## config.mk

```make
export PLATFORM = sky130hd
export DESIGN_NAME = codificador_tr_flat
export DESIGN_NICKNAME = d
export VERILOG_FILES = /design/src/rtl/codificador_tr_if.sv /design/src/rtl/codificador_tr.sv /design/src/flat_wrapper.sv
export SDC_FILE = /design/constraint.sdc
export NUM_CORES = 1
export LEC_CHECK = 0
export BUFFER_PORTS_ARGS = -buffer_cell sky130_fd_sc_hd__clkbuf_2
export CORE_MARGIN = 8
export CORE_UTILIZATION = 47
export CTS_CLUSTER_DIAMETER = 200
export DETAILED_ROUTE_END_ITERATION = 7
export PLACE_DENSITY = 0.75
export SETUP_SLACK_MARGIN = 0.4
export SYNTH_ARGS = -nofsm -noshare
export SYNTH_HDL_FRONTEND = slang
export SYNTH_SLANG_ARGS = --single-unit
```

## constraint.sdc

```tcl
create_clock -name clk -period 10 [get_ports clk]
set_input_delay 3 -clock clk [delete_from_list [all_inputs] [get_ports clk]]
set_output_delay 3 -clock clk [all_outputs]
set_load 0.02 [all_outputs]
```

## src/rtl/codificador_tr_if.sv

```systemverilog
// Request/issue bundle for the R-type encoder: field-level request in, encoded word out.
interface codificador_tr_if #(
   parameter int unsigned ADDR_W = 8
) ();
   logic              in_valid;
   logic              in_ready;
   logic [4:0]        in_rs;
   logic [4:0]        in_rt;
   logic [4:0]        in_rd;
   logic [4:0]        in_shamt;
   logic [2:0]        in_op;
   logic              out_valid;
   logic              out_ready;
   logic [31:0]       out_instr;
   logic [ADDR_W-1:0] out_addr;

   modport master (
      output in_valid, in_rs, in_rt, in_rd, in_shamt, in_op, out_ready,
      input  in_ready, out_valid, out_instr, out_addr
   );

   modport slave (
      input  in_valid, in_rs, in_rt, in_rd, in_shamt, in_op, out_ready,
      output in_ready, out_valid, out_instr, out_addr
   );
endinterface

```

## src/rtl/codificador_tr.sv

```systemverilog
// R-type instruction encoder with a small issue FIFO; words leave with sequential byte addresses.
module codificador_tr #(
   parameter int unsigned DEPTH = 4,
   parameter int unsigned ADDR_W = 8,
   parameter logic [ADDR_W-1:0] BASE_ADDR = '0
) (
   input  logic                    clk,
   input  logic                    reset,
   codificador_tr_if.slave         bus,
   output logic [$clog2(DEPTH):0]  count,
   output logic                    err
);
   localparam int unsigned PtrW = $clog2(DEPTH);
   localparam int unsigned CntW = PtrW + 1;

   logic [31:0]       mem_q [DEPTH];
   logic [PtrW-1:0]   wr_ptr_q, wr_ptr_d, rd_ptr_q, rd_ptr_d;
   logic [CntW-1:0]   count_q, count_d;
   logic [ADDR_W-1:0] addr_q, addr_d;
   logic [31:0]       instr_q, instr_d;
   logic              err_q, err_d;
   logic [5:0]        funct;
   logic              op_ok;
   logic [31:0]       word;
   logic              accept, push, pop;

   always_comb begin
      funct = 6'b000000;
      op_ok = 1'b1;
      case (bus.in_op)
         3'd0:    funct = 6'b100000;
         3'd1:    funct = 6'b100010;
         3'd2:    funct = 6'b100100;
         3'd3:    funct = 6'b100101;
         3'd4:    funct = 6'b101010;
         default: op_ok = 1'b0;
      endcase
   end

   assign word = {6'b000000, bus.in_rs, bus.in_rt, bus.in_rd, bus.in_shamt, funct};

   // Handshake qualifiers come from count only; no path from in_valid/out_ready.
   assign bus.in_ready  = (count_q != CntW'(DEPTH));
   assign bus.out_valid = (count_q != '0);
   assign bus.out_instr = instr_q;
   assign bus.out_addr  = addr_q;
   assign count         = count_q;
   assign err           = err_q;

   assign accept = bus.in_valid && bus.in_ready;
   assign push   = accept && op_ok;
   assign pop    = bus.out_valid && bus.out_ready;

   always_comb begin
      wr_ptr_d = push ? wr_ptr_q + PtrW'(1) : wr_ptr_q;
      rd_ptr_d = pop ? rd_ptr_q + PtrW'(1) : rd_ptr_q;
      count_d  = count_q;
      if (push && !pop) begin
         count_d = count_q + CntW'(1);
      end else if (!push && pop) begin
         count_d = count_q - CntW'(1);
      end
      err_d  = err_q | (accept & ~op_ok);
      addr_d = pop ? addr_q + ADDR_W'(4) : addr_q;
      // Head register tracks the next head; the word being written may itself become the head.
      instr_d = instr_q;
      if (count_d != '0) begin
         instr_d = (push && (wr_ptr_q == rd_ptr_d)) ? word : mem_q[rd_ptr_d];
      end
   end

   always_ff @(posedge clk or posedge reset) begin
      if (reset) begin
         wr_ptr_q <= '0;
         rd_ptr_q <= '0;
         count_q  <= '0;
         addr_q   <= BASE_ADDR;
         instr_q  <= '0;
         err_q    <= 1'b0;
         for (int i = 0; i < DEPTH; i++) begin
            mem_q[i] <= '0;
         end
      end else begin
         wr_ptr_q <= wr_ptr_d;
         rd_ptr_q <= rd_ptr_d;
         count_q  <= count_d;
         addr_q   <= addr_d;
         instr_q  <= instr_d;
         err_q    <= err_d;
         for (int i = 0; i < DEPTH; i++) begin
            if (push && (wr_ptr_q == PtrW'(i))) begin
               mem_q[i] <= word;
            end
         end
      end
   end
endmodule

```

## src/flat_wrapper.sv

```systemverilog
// flat-port wrapper written by rule: the top's interface ports become plain ports
module codificador_tr_flat 
#(
   parameter int unsigned DEPTH = 4,
   parameter int unsigned ADDR_W = 8,
   parameter logic [ADDR_W-1:0] BASE_ADDR = '0
)
  (clk, reset, count, err, bus_in_valid, bus_in_rs, bus_in_rt, bus_in_rd, bus_in_shamt, bus_in_op, bus_out_ready, bus_in_ready, bus_out_valid, bus_out_instr, bus_out_addr);
  codificador_tr_if #(.ADDR_W(ADDR_W)) bus_i ();
  input  logic clk;
  input  logic reset;
  output logic [$clog2(DEPTH):0] count;
  output logic err;
  input wire logic [$bits(bus_i.in_valid)-1:0] bus_in_valid;
  input wire logic [$bits(bus_i.in_rs)-1:0] bus_in_rs;
  input wire logic [$bits(bus_i.in_rt)-1:0] bus_in_rt;
  input wire logic [$bits(bus_i.in_rd)-1:0] bus_in_rd;
  input wire logic [$bits(bus_i.in_shamt)-1:0] bus_in_shamt;
  input wire logic [$bits(bus_i.in_op)-1:0] bus_in_op;
  input wire logic [$bits(bus_i.out_ready)-1:0] bus_out_ready;
  output wire logic [$bits(bus_i.in_ready)-1:0] bus_in_ready;
  output wire logic [$bits(bus_i.out_valid)-1:0] bus_out_valid;
  output wire logic [$bits(bus_i.out_instr)-1:0] bus_out_instr;
  output wire logic [$bits(bus_i.out_addr)-1:0] bus_out_addr;
  assign bus_i.in_valid = bus_in_valid;
  assign bus_i.in_rs = bus_in_rs;
  assign bus_i.in_rt = bus_in_rt;
  assign bus_i.in_rd = bus_in_rd;
  assign bus_i.in_shamt = bus_in_shamt;
  assign bus_i.in_op = bus_in_op;
  assign bus_i.out_ready = bus_out_ready;
  assign bus_in_ready = bus_i.in_ready;
  assign bus_out_valid = bus_i.out_valid;
  assign bus_out_instr = bus_i.out_instr;
  assign bus_out_addr = bus_i.out_addr;
  codificador_tr #(.DEPTH(DEPTH), .ADDR_W(ADDR_W), .BASE_ADDR(BASE_ADDR)) u_core (.clk(clk), .reset(reset), .bus(bus_i), .count(count), .err(err));
endmodule
```

==> impl_metrics.csv, run 1 <==
group,metric,value,unit
power,p_per_area,366.3,nW/um^2
power,p_sw,1121,uW
global_route,grt_pass1_vias,5311,
global_route,grt_overflow,0,
power,comb_power_share,42.1,%
detailed_routing,firstDrtPassIters,5,
hold_path,min_to,"u_core.err",
floorplanning,core,14480,sq um
sta,tns,0,ns
placed_design,port_buffers,63,
floorplanning,rows,44,
detailed_routing,vias,5362,
power,finalPower,2901,uW
clock_tree,cts_tree,"yes",
sta,fin_crit_sh,51.11,%
sta,rsz0062_at_grt,"false",
detailed_routing,first_iter_violations,459,
worst_setup_path,startpoint_type,"input port",
worst_setup_path,critPathLaunch,"bus_out_ready",
hold_path,min_path_cells,1,
placed_design,dpl_worst_slack,4.452,ns
clock_tree,ctsHoldBuffers,0,
global_route,grt_usage,18.74,%
detailed_routing,dr_wl_met3,1048,microns
logic_synthesis,ys.flop_type,"dfrtp_1",
detailed_routing,viasPerCell,6.038,
cells_and_area,fillers,1219,
sta,skew,0.007005,ns
cells_and_area,syn_to_final_growth,14.40,%
job,maxCapViolCount,0,
sta,setup_slack,4.889,ns
worst_setup_path,ff2ff_path_depth,8,
worst_setup_path,crit_required,10.32,ns
clock_tree,numCtsBuffers,17,
detailed_routing,highest_layer,"met4",
clock_tree,clock_latency,0.43,ns
detailed_routing,ant_nets,0,
logic_synthesis,yosysWarnings,0,
placed_design,gp_congestion,0.7907,
clock_tree,clk_pin_slew,0.06,ns
sta,clock.fmax,0.1956,GHz
cells_and_area,drive_gt1_share,30.40,%
worst_setup_path,rrSetupSlack,6.80,ns
clock_tree,cts-resized-gates,0,
logic_synthesis,syn_inst,649,
detailed_routing,drc_errors,0,
clock_tree,clock-sinks,139,
logic_synthesis,ys_types,54,
global_route,antenna_found_initial,0,
power,p_int,1780,uW
worst_setup_path,path_class,"in -> reg",
sta,setup_viol,0,
placed_design,hpwl,10390,microns
worst_setup_path,critPathMaxFanout,50,
cells_and_area,fin_nets,726,
power,power.leakage,0.003531,uW
worst_setup_path,rr_startpoint,"u_core.count[0]",
power,seq_power_share,35.7,%
logic_synthesis,synth_edf_count,0,
cells_and_area,diodes,0,
floorplanning,die_y,137.4,microns
hold_path,worstHoldPathType,"reg -> reg",
hold_path,min_from,"u_core.err",
floorplanning,dieWidth,137.4,microns
clock_tree,clock_path_buffers,2,
detailed_routing,dr_wl_met2,8504,microns
sta,maxSlewViolCount,0,
logic_synthesis,ys_ff_latch,139,
sta,hold_viol_final,0,
sta,tightest_slew,1.113,ns
run_status,status,"complete, no violations",
detailed_routing,drt-total-wl,17020,microns
power,vdd_ir_drop_max,0.0002004,V
sta,slew_headroom,25.83,%
detailed_routing,wl_met1,7222,microns
global_route,grt_pass1_wl,27200,microns
floorplanning,die_area,18870,sq um
logic_synthesis,async_flop_share,100.0,%
global_route,grt_max_degree,93,
floorplanning,start_util,47.81,%
detailed_routing,wl_per_cell,19.17,microns
clock_tree,post-cts-setup-buffers,0,
power,switching_share,38.63,%
worst_setup_path,crit_arrival,5.43,ns
logic_synthesis,avgSynthCellArea,10.67,sq um
logic_synthesis,synth_area,6923,sq um
clock_tree,cts_root_buffer,"clkbuf_16",
floorplanning,ios,73,
worst_setup_path,endpoint_kind,"flop",
power,p_clk_share,22.3,%
sta,finalCriticalPeriod,5.111,ns
worst_setup_path,r2r_end,"u_core.bus.out_instr[0]",
clock_tree,htree_levels,4,
logic_synthesis,seq_area_frac_synth,50.24,%
==> cell type report <==
type / instances / area (sq um) / share of cell area, %
clock buffer: 18 / 439.2 / 5.545
clock inverter: 14 / 171.4 / 2.164
inverter: 17 / 68.82 / 0.8689
multi-input combinational: 442 / 3134 / 39.57
sequential: 139 / 3478 / 43.92
tap: 184 / 230.2 / 2.907
timing repair buffer: 74 / 397.9 / 5.024
==> synthesized netlist by cell type (5+ instances only) <==
master / instances / area [sq um]
a22oi_1: 28 / 210.2
a31oi_1: 12 / 75.07
buf_2: 23 / 115.1
buf_4: 9 / 67.56
clkbuf_1: 24 / 90.09
dfrtp_1: 139 / 3478
ha_1: 8 / 100.1
inv_1: 15 / 56.30
mux2_2: 88 / 991.0
mux2i_1: 9 / 90.09
nand2_1: 74 / 277.8
nand2b_1: 7 / 43.79
nand3_1: 17 / 85.08
nand4_1: 5 / 31.28
nor2_1: 28 / 105.1
o211ai_1: 16 / 120.1
o21ai_0: 65 / 325.3
o221a_2: 8 / 90.09
o221ai_1: 8 / 70.07
o22ai_1: 9 / 56.30
xnor2_1: 7 / 61.31
==> per-layer routing <==
layer | GRT usage [%] | vias to the layer above
met5 | 0 | -
met4 | 7.423 | 0
met3 | 4.705 | 24
met2 | 31.72 | 206
met1 | 22.46 | 2709
li1 | - | 2423
==> critical path, cell delays in order <==
cell and delay (ns):
clkbuf_2 0.20, inv_2 0.10, nor2_1 0.54, or4_1 0.20, a32o_2 0.93, o21ai_0 0.22
o22a_1 0.22
==> how the worst max path moves through the flow <==
stage	to	slack [ns]	cells after the start
detailed placement	u_core.bus.out_instr[3]	4.45	7
global route	u_core.bus.out_instr[3]	4.61	7
finish	u_core.bus.out_instr[0]	4.89	7
global placement	u_core.bus.out_instr[3]	4.55	7
CTS	u_core.bus.out_instr[3]	4.89	7
floorplan	u_core.bus.out_addr[2]	3.28	1
==> power groups by stage <==
| stage | clock network (uW) | logic [uW] | registers (uW) |
|---|---|---|---|
| 2_1_floorplan | 0 | 866 | 1070 |
| 3_3_place_gp | 0 | 1160 | 1010 |
| 3_5_place_dp | 0 | 1220 | 1030 |
| 4_1_cts | 653 | 1230 | 1030 |
| 5_1_grt | 677 | 1340 | 1070 |
| 6_report | 646 | 1220 | 1040 |
==> metrics by stage <==
| stage | util [%] | cells | hold slack [ns] | cell area [sq um] |
|---|---|---|---|---|
| after global routing | 54.70 | 888 | 0.4864 | 7920 |
| after floorplan | - | 657 | 0.4287 | 6953 |
| final | 54.70 | 888 | 0.4695 | 7920 |
| after global placement | 50.48 | 856 | 0.4439 | 7310 |
| after CTS | 54.70 | 888 | 0.4704 | 7920 |
| after detailed placement | 50.48 | 856 | 0.4529 | 7310 |
==> sequential cells by signal, summed over array words and instances (netlist names) <==
name	flops
u_core.err	1
u_core.rd_ptr_q	2
u_core.bus.out_instr	25
u_core.count	3
u_core.wr_ptr_q	2
u_core.bus.out_addr	6
u_core.mem_q	100
==> logic make-up (layout without fill, tap and decap cells) <==
kind of cell / after synthesis / in the layout / synth area share, %
DFF: 139 / 139 / 50.24
AOI/OAI and AO/OA: 170 / 170 / 16.50
adders and majority gates: 8 / 8 / 1.446
muxes: 98 / 98 / 15.94
other: 1 / 9 / 0.05417
xor gates and xnor gates: 10 / 10 / 1.265
and+or+nand+nor: 147 / 147 / 9.416
buffers and inverters: 76 / 123 / 5.133
==> cell usage in the layout, fill, tap and decap left out, types with 3 or more instances in the layout <==
cell,instances
nand2b_1,7
conb_1,9
xnor2_1,7
o221a_2,8
nand4_1,5
dfrtp_1,139
nand3_1,17
xor2_1,3
o221ai_1,8
o22ai_1,9
a31oi_1,12
o211ai_1,16
clkbuf_16,17
clkinv_2,3
mux2_2,88
clkbuf_2,63
buf_4,11
nor2b_1,3
nand2_1,74
a22oi_1,28
o21ai_0,65
mux2i_1,9
ha_1,8
nor2_1,28
clkinv_4,4
inv_1,14
bufinv_16,3
clkinvlp_4,3
No activity file was read; power rests on OpenSTA's default activity.
==> inputs of run 2 (changes only) <==
--- a/config.mk
+++ b/config.mk
@@ -5,12 +5,13 @@
 export SDC_FILE = /design/constraint.sdc
 export NUM_CORES = 1
 export LEC_CHECK = 0
+export ABC_AREA = 1
 export BUFFER_PORTS_ARGS = -buffer_cell sky130_fd_sc_hd__clkbuf_2
 export CORE_MARGIN = 8
 export CORE_UTILIZATION = 47
 export CTS_CLUSTER_DIAMETER = 200
 export DETAILED_ROUTE_END_ITERATION = 7
-export PLACE_DENSITY = 0.75
+export PLACE_DENSITY = 0.77
 export SETUP_SLACK_MARGIN = 0.4
 export SYNTH_ARGS = -nofsm -noshare
 export SYNTH_HDL_FRONTEND = slang
==> constraint.sdc (replaced) <==
create_clock -name clk -period 4.6 [get_ports clk]
set_input_delay 1.38 -clock clk [delete_from_list [all_inputs] [get_ports clk]]
set_output_delay 1.38 -clock clk [all_outputs]
set_load 0.02 [all_outputs]
==> impl_metrics.csv, run 2 <==
group,metric,value,unit
logic_synthesis,synth_edf_count,0,
detailed_routing,first_iter_violations,505,
global_route,grt_pass1_vias,6050,
cells_and_area,drive_gt1_share,14.02,%
cells_and_area,largest-register,"u_core.mem_q",
global_route,grt_pass1_wl,29390,microns
detailed_routing,drt-total-wl,16900,microns
power,finalPower,6599,uW
clock_tree,cts_tree,"yes",
detailed_routing,firstDrtPassIters,5,
sta,maxSlewViolCount,0,
run_status,status,"complete, no violations",
sta,slew_headroom,50.69,%
cells_and_area,diodes,0,
worst_setup_path,crit_top_cell,"nand2_1",
sta,finalCriticalPeriod,3.104,ns
logic_synthesis,avgSynthCellArea,7.726,sq um
sta,fin_crit_sh,67.47,%
logic_synthesis,yosysTopAreaCell,"dfrtp_1",
cells_and_area,layout_common_cells,"321 x nand2_1, 139 x dfrtp_1, 124 x nand3_1",
clock_tree,clk_pin_slew,0.06,ns
job,maxCapViolCount,0,
power,seq_power_share,31.4,%
cells_and_area,fillers,1341,
worst_setup_path,startpoint_type,"input port",
logic_synthesis,seq_area_frac_synth,49.26,%
clock_tree,htree_levels,4,
sta,tightest_slew,0.7386,ns
worst_setup_path,crit_required,4.91,ns
global_route,grt_max_degree,119,
power,vdd_ir_drop_max,0.0003398,V
worst_setup_path,rr_startpoint,"u_core.count[0]",
sta,whs,0.4525,ns
logic_synthesis,async_flop_share,100.0,%
logic_synthesis,yosysWarnings,0,
placed_design,port_buffers,63,
global_route,grt_overflow,0,
power,switching_share,42.18,%
detailed_routing,ant_nets,0,
clock_tree,clock_path_buffers,2,
cells_and_area,final_common_cell,"nand2_1",
logic_synthesis,ys.flop_type,"dfrtp_1",
sta,hold_viol_final,0,
floorplanning,core,14920,sq um
cells_and_area,syn_to_final_growth,14.19,%
placed_design,gp_congestion,0.7708,
cells_and_area,final_util,54.05,%
clock_tree,cts-resized-gates,0,
sta,tns,0,ns
cells_and_area,multi_input_area,2846,sq um
logic_synthesis,netlist_top_cells_area,"dfrtp_1 49%, nand2_1 17%, nand3_1 8.8%, o21ai_0 6.2%, inv_1 6.0%",
power,comb_power_share,45.2,%
power,p_per_area,818.4,nW/um^2
worst_setup_path,endpoint_kind,"flop",
hold_path,worstHoldPathType,"reg -> reg",
placed_design,hpwl,10230,microns
logic_synthesis,ys_ff_latch,139,
power,p_sw,2784,uW
hold_path,min_from,"u_core.err",
detailed_routing,drc_errors,0,
cells_and_area,seq_area,3478,sq um
sta,skew,0.008063,ns
power,power.leakage,0.004211,uW
clock_tree,post-cts-setup-buffers,0,
logic_synthesis,synth_area,7062,sq um
worst_setup_path,critPathMaxFanout,51,
floorplanning,die_area,19200,sq um
worst_setup_path,path_class,"in -> reg",
worst_setup_path,slowest_delay,0.51,ns
worst_setup_path,crit_arrival,3.42,ns
floorplanning,rows,45,
global_route,antenna_found_initial,0,
sta,rsz0062_at_grt,"false",
power,p_clk_share,23.4,%
cells_and_area,final_cells,1158,
worst_setup_path,critPathLaunch,"bus_out_ready",
worst_setup_path,crit_chain,"clkbuf_2 -> nand3_2 -> nand2_2 -> buf_4 -> inv_1 -> nand2_1 -> nand3_1 -> nand2_1 -> nand2_1 -> nand2_1 -> nand2_1",
logic_synthesis,syn_inst,914,
detailed_routing,vias,5941,
logic_synthesis,netlist_top_cells_count,"321 x nand2_1, 139 x dfrtp_1, 124 x nand3_1, 113 x inv_1, 87 x o21ai_0",
clock_tree,cts_root_buffer,"clkbuf_16",
clock_tree,clock_latency,0.43,ns
sta,clock.fmax,0.3222,GHz
logic_synthesis,ys_types,32,
power,p_int,3815,uW
floorplanning,start_util,47.33,%
floorplanning,dieWidth,138.6,microns
worst_setup_path,cp_slowest_cell,"nand3_2",
cells_and_area,largest_reg_flops,100,
floorplanning,die_y,138.6,microns
placed_design,dp_cells,1126,
detailed_routing,viasPerCell,5.130,
clock_tree,clock-sinks,139,
clock_tree,ctsHoldBuffers,0,
logic_synthesis,synth.most_common_cell,"nand2_1",
floorplanning,ios,73,
sta,setup_viol,0,
clock_tree,numCtsBuffers,17,
global_route,grt_usage,18.46,%
cells_and_area,fin_nets,992,
detailed_routing,wl_per_cell,14.59,microns
logic_synthesis,synth.top_cell.area_share,49.26,%
run 2: changes by cell type in the layout (fill, tap and decap cells not counted), moves of 11 or more:
cell / before / now
nand3_1: 17 / 124
nor2_1: 28 / 3
nand2_1: 74 / 321
a22oi_1: 28 / 0
o21ai_0: 65 / 87
mux2_2: 88 / 0
nand2_2: 0 / 11
o211ai_1: 16 / 0
inv_1: 14 / 112
a31oi_1: 12 / 0
run 2: worst max-delay path: cells and delay by family:
family | cells | cell delay [ns]
buffers and inverters | 3 | 0.82
AND/OR/NAND/NOR | 8 | 1.19
run 2: stage by stage:
stage               setup WS, ns  area, sq um
finish                     1.496         8064
CTS                        1.535         8064
global placement           1.150         7398
detailed placement         1.132         7398
global route               1.267         8064
floorplan                  1.485         7096
run 2: path summary, 6_finish.rpt:
| kind | to | slack, ns | depth (start not counted) |
|---|---|---|---|
| max | u_core.bus.out_instr[5] | 1.50 | 11 |
| min | u_core.err | 0.45 | 1 |
| max in group asynchronous | u_core.mem_q[9] | 2.66 | 3 |
| min in group asynchronous | u_core.mem_q[16] | 0.97 | 2 |
| min reg2reg | u_core.err | 0.45 | 1 |
| max reg2reg | u_core.bus.out_instr[5] | 1.66 | 13 |
run 2: layer usage:
layer / GRT usage (%) / part of all wire [%]
met1: 23.35 / 45
met2: 29.26 / 47
met3: 5.274 / 6.5
met4: 7.323 / 1.7
met5: 0 / 0
run 2: kinds of logic (layout without fill, tap and decap cells):
group	Yosys count	count (layout)	synth area share [%]
buffers and inverters	173	221	10.86
AND/OR/NAND/NOR	482	482	29.68
other	1	9	0.05310
adder cells (fa/ha/maj)	8	8	1.417
flip-flops	139	139	49.26
XOR/XNOR	6	6	0.7441
AO/OA/AOI/OAI	105	105	7.991
run 2: area by class of cell:
cell class	instances	area share (%)
Tap cell	188	2.917
Clock buffer	20	5.539
Inverter	117	5.493
Clock inverter	12	2.715
Multi-Input combinational cell	610	35.30
Timing Repair Buffer	72	4.903
Sequential cell	139	43.13
run 2: power by group through the flow:
stage | Combinational, uW | Clock, uW | Sequential (uW)
after detailed placement | 2960 | 0 | 2090
after global placement | 2910 | 0 | 2060
final | 2980 | 1540 | 2070
after global routing | 3430 | 1620 | 2130
after CTS | 3010 | 1560 | 2070
after floorplan | 2140 | 0 | 2220
==> inputs of run 3 (changes only) <==
--- a/config.mk
+++ b/config.mk
@@ -11,7 +11,7 @@
 export CORE_UTILIZATION = 47
 export CTS_CLUSTER_DIAMETER = 200
 export DETAILED_ROUTE_END_ITERATION = 7
-export PLACE_DENSITY = 0.77
+export PLACE_DENSITY = 0.75
 export SETUP_SLACK_MARGIN = 0.4
 export SYNTH_ARGS = -nofsm -noshare
 export SYNTH_HDL_FRONTEND = slang
==> constraint.sdc (replaced) <==
create_clock -name clk -period 2.9 [get_ports clk]
set_input_delay 0.87 -clock clk [delete_from_list [all_inputs] [get_ports clk]]
set_output_delay 0.87 -clock clk [all_outputs]
set_load 0.02 [all_outputs]
==> impl_metrics.csv, run 3 (synthesis results as in run 2) <==
group,metric,value,unit
cells_and_area,fin_nets,1005,
detailed_routing,viasPerCell,5.103,
clock_tree,clock_path_buffers,2,
cells_and_area,syn_to_final_growth,16.44,%
detailed_routing,vias,5976,
power,power.leakage,0.004276,uW
detailed_routing,drt-total-wl,17500,microns
sta,setup_slack,0.5171,ns
global_route,grt_pass1_vias,5932,
clock_tree,cts_root_buffer,"clkbuf_16",
worst_setup_path,crit_arrival,1.51,ns
worst_setup_path,startpoint_type,"flop",
job,maxCapViolCount,0,
sta,skew,0.006325,ns
floorplanning,dieWidth,138.6,microns
worst_setup_path,path_class,"reg -> out",
sta,tightest_slew,0.7151,ns
global_route,grt_max_degree,114,
worst_setup_path,endpoint_kind,"output pin",
cells_and_area,final_common_cell,"nand2_1",
power,comb_power_share,46.2,%
clock_tree,htree_levels,4,
global_route,grt_overflow,0,
sta,finalCriticalPeriod,2.383,ns
floorplanning,die_y,138.6,microns
run_status,status,"complete, no violations",
sta,clock.fmax,0.4197,GHz
placed_design,hpwl,11070,microns
sta,fin_crit_sh,82.17,%
placed_design,dpl_worst_slack,0.2894,ns
cells_and_area,drive_gt1_share,15.36,%
cells_and_area,fillers,1377,
placed_design,port_buffers,63,
power,vdd_ir_drop_max,0.0005574,V
detailed_routing,first_iter_violations,561,
cells_and_area,multi_input_area,2859,sq um
clock_tree,clock_latency,0.43,ns
cells_and_area,layout_common_cells,"321 x nand2_1, 139 x dfrtp_1, 124 x nand3_1",
detailed_routing,wl_per_cell,14.95,microns
detailed_routing,ant_nets,0,
detailed_routing,drc_errors,0,
floorplanning,start_util,47.33,%
floorplanning,rows,45,
floorplanning,ios,73,
floorplanning,core,14920,sq um
placed_design,gp_congestion,0.7902,
power,p_sw,4521,uW
sta,hold_viol_final,0,
worst_setup_path,crit_required,2.03,ns
clock_tree,clock-sinks,139,
clock_tree,numCtsBuffers,17,
detailed_routing,firstDrtPassIters,5,
cells_and_area,seq_area,3478,sq um
sta,whs,0.4646,ns
hold_path,worstHoldPathType,"reg -> reg",
power,seq_power_share,31.3,%
power,switching_share,42.56,%
global_route,antenna_found_initial,0,
global_route,grt_usage,19.12,%
power,p_clk_share,22.4,%
clock_tree,clk_pin_slew,0.06,ns
sta,slew_headroom,51.96,%
clock_tree,ctsHoldBuffers,0,
sta,rsz0062_at_grt,"false",
power,p_int,6102,uW
cells_and_area,largest_reg_flops,100,
worst_setup_path,critPathMaxFanout,4,
cells_and_area,diodes,0,
cells_and_area,final_util,55.11,%
power,p_per_area,1292,nW/um^2
sta,setup_viol,0,
floorplanning,die_area,19200,sq um
sta,maxSlewViolCount,0,
clock_tree,cts_tree,"yes",
cells_and_area,largest-register,"u_core.mem_q",
sta,tns,0,ns
global_route,grt_pass1_wl,30170,microns
==> run 3: cell types whose count changed in the layout (fill, tap and decap cells not counted), sizes merged <==
cell / previous run / this run
bufinv: 6 / 5
inv: 116 / 117
buf: 9 / 22
clkinvlp: 3 / 5
clkbuf: 83 / 81
==> run 3: power groups by stage <==
| stage | logic (uW) | clock network [uW] | registers [uW] |
|---|---|---|---|
| detailed placement | 4790 | 0 | 3350 |
| floorplan | 3400 | 0 | 3510 |
| global placement | 4670 | 0 | 3320 |
| finish | 4910 | 2380 | 3330 |
| global route | 5640 | 2500 | 3430 |
| CTS | 4850 | 2410 | 3330 |
==> run 3: what timing repair did <==
action	in CTS	in global routing
hold endpoints to repair	0	0
pin swaps	0	1
setup buffers	0	3
endpoints found under the setup margin	1	26
resized for setup	1	5
==> run 3: layer usage <==
| layer | wire length (microns) | vias up | track usage [%] |
|---|---|---|---|
| li1 | - | 2952 | - |
| met1 | 7785 | 2820 | 25.09 |
| met2 | 8314 | 188 | 30.18 |
| met3 | 1237 | 16 | 4.966 |
| met4 | 166 | 0 | 6.236 |
| met5 | 0 | - | 0 |
==> run 3: path summary, 6_finish.rpt <==
kind                                   startpoint                     end  slack [ns]  cells after the start
setup / recovery                  u_core.count[0]           bus_out_valid        0.52                      4
hold / removal             u_core.bus.out_addr[7]  u_core.bus.out_addr[7]        0.46                      1
setup reg to reg                  u_core.count[0]        u_core.mem_q[74]        0.65                     10
hold reg to reg            u_core.bus.out_addr[7]  u_core.bus.out_addr[7]        0.46                      1
max in group asynchronous                   reset        u_core.mem_q[56]        1.83                      3
min in group asynchronous                   reset        u_core.mem_q[13]        0.54                      3
==> run 3: cell type report <==
cell class / count / share of cell area, %
repair buffers: 85 / 6.786
clock buffers: 18 / 5.219
inverters: 117 / 5.386
multi-input cells: 610 / 34.77
clock inverters: 14 / 2.678
flip-flops and latches: 139 / 42.30
well taps: 188 / 2.861
==> run 3: critical path: stages, from the launching register on <==
cell	delay, ns
dfrtp_1	0.42
inv_1	0.17
ha_4	0.20
nand2_2	0.12
clkbuf_2	0.18
==> run 3: through the flow <==
| stage | instance area, sq um | power, uW | cells |
|---|---|---|---|
| finish | 8223 | 10620 | 1171 |
| global route | 8223 | 11570 | 1171 |
| CTS | 8175 | 10600 | 1168 |
| detailed placement | 7523 | 8141 | 1136 |
| global placement | 7523 | 7990 | 1136 |
| floorplan | 7096 | 6912 | 922 |
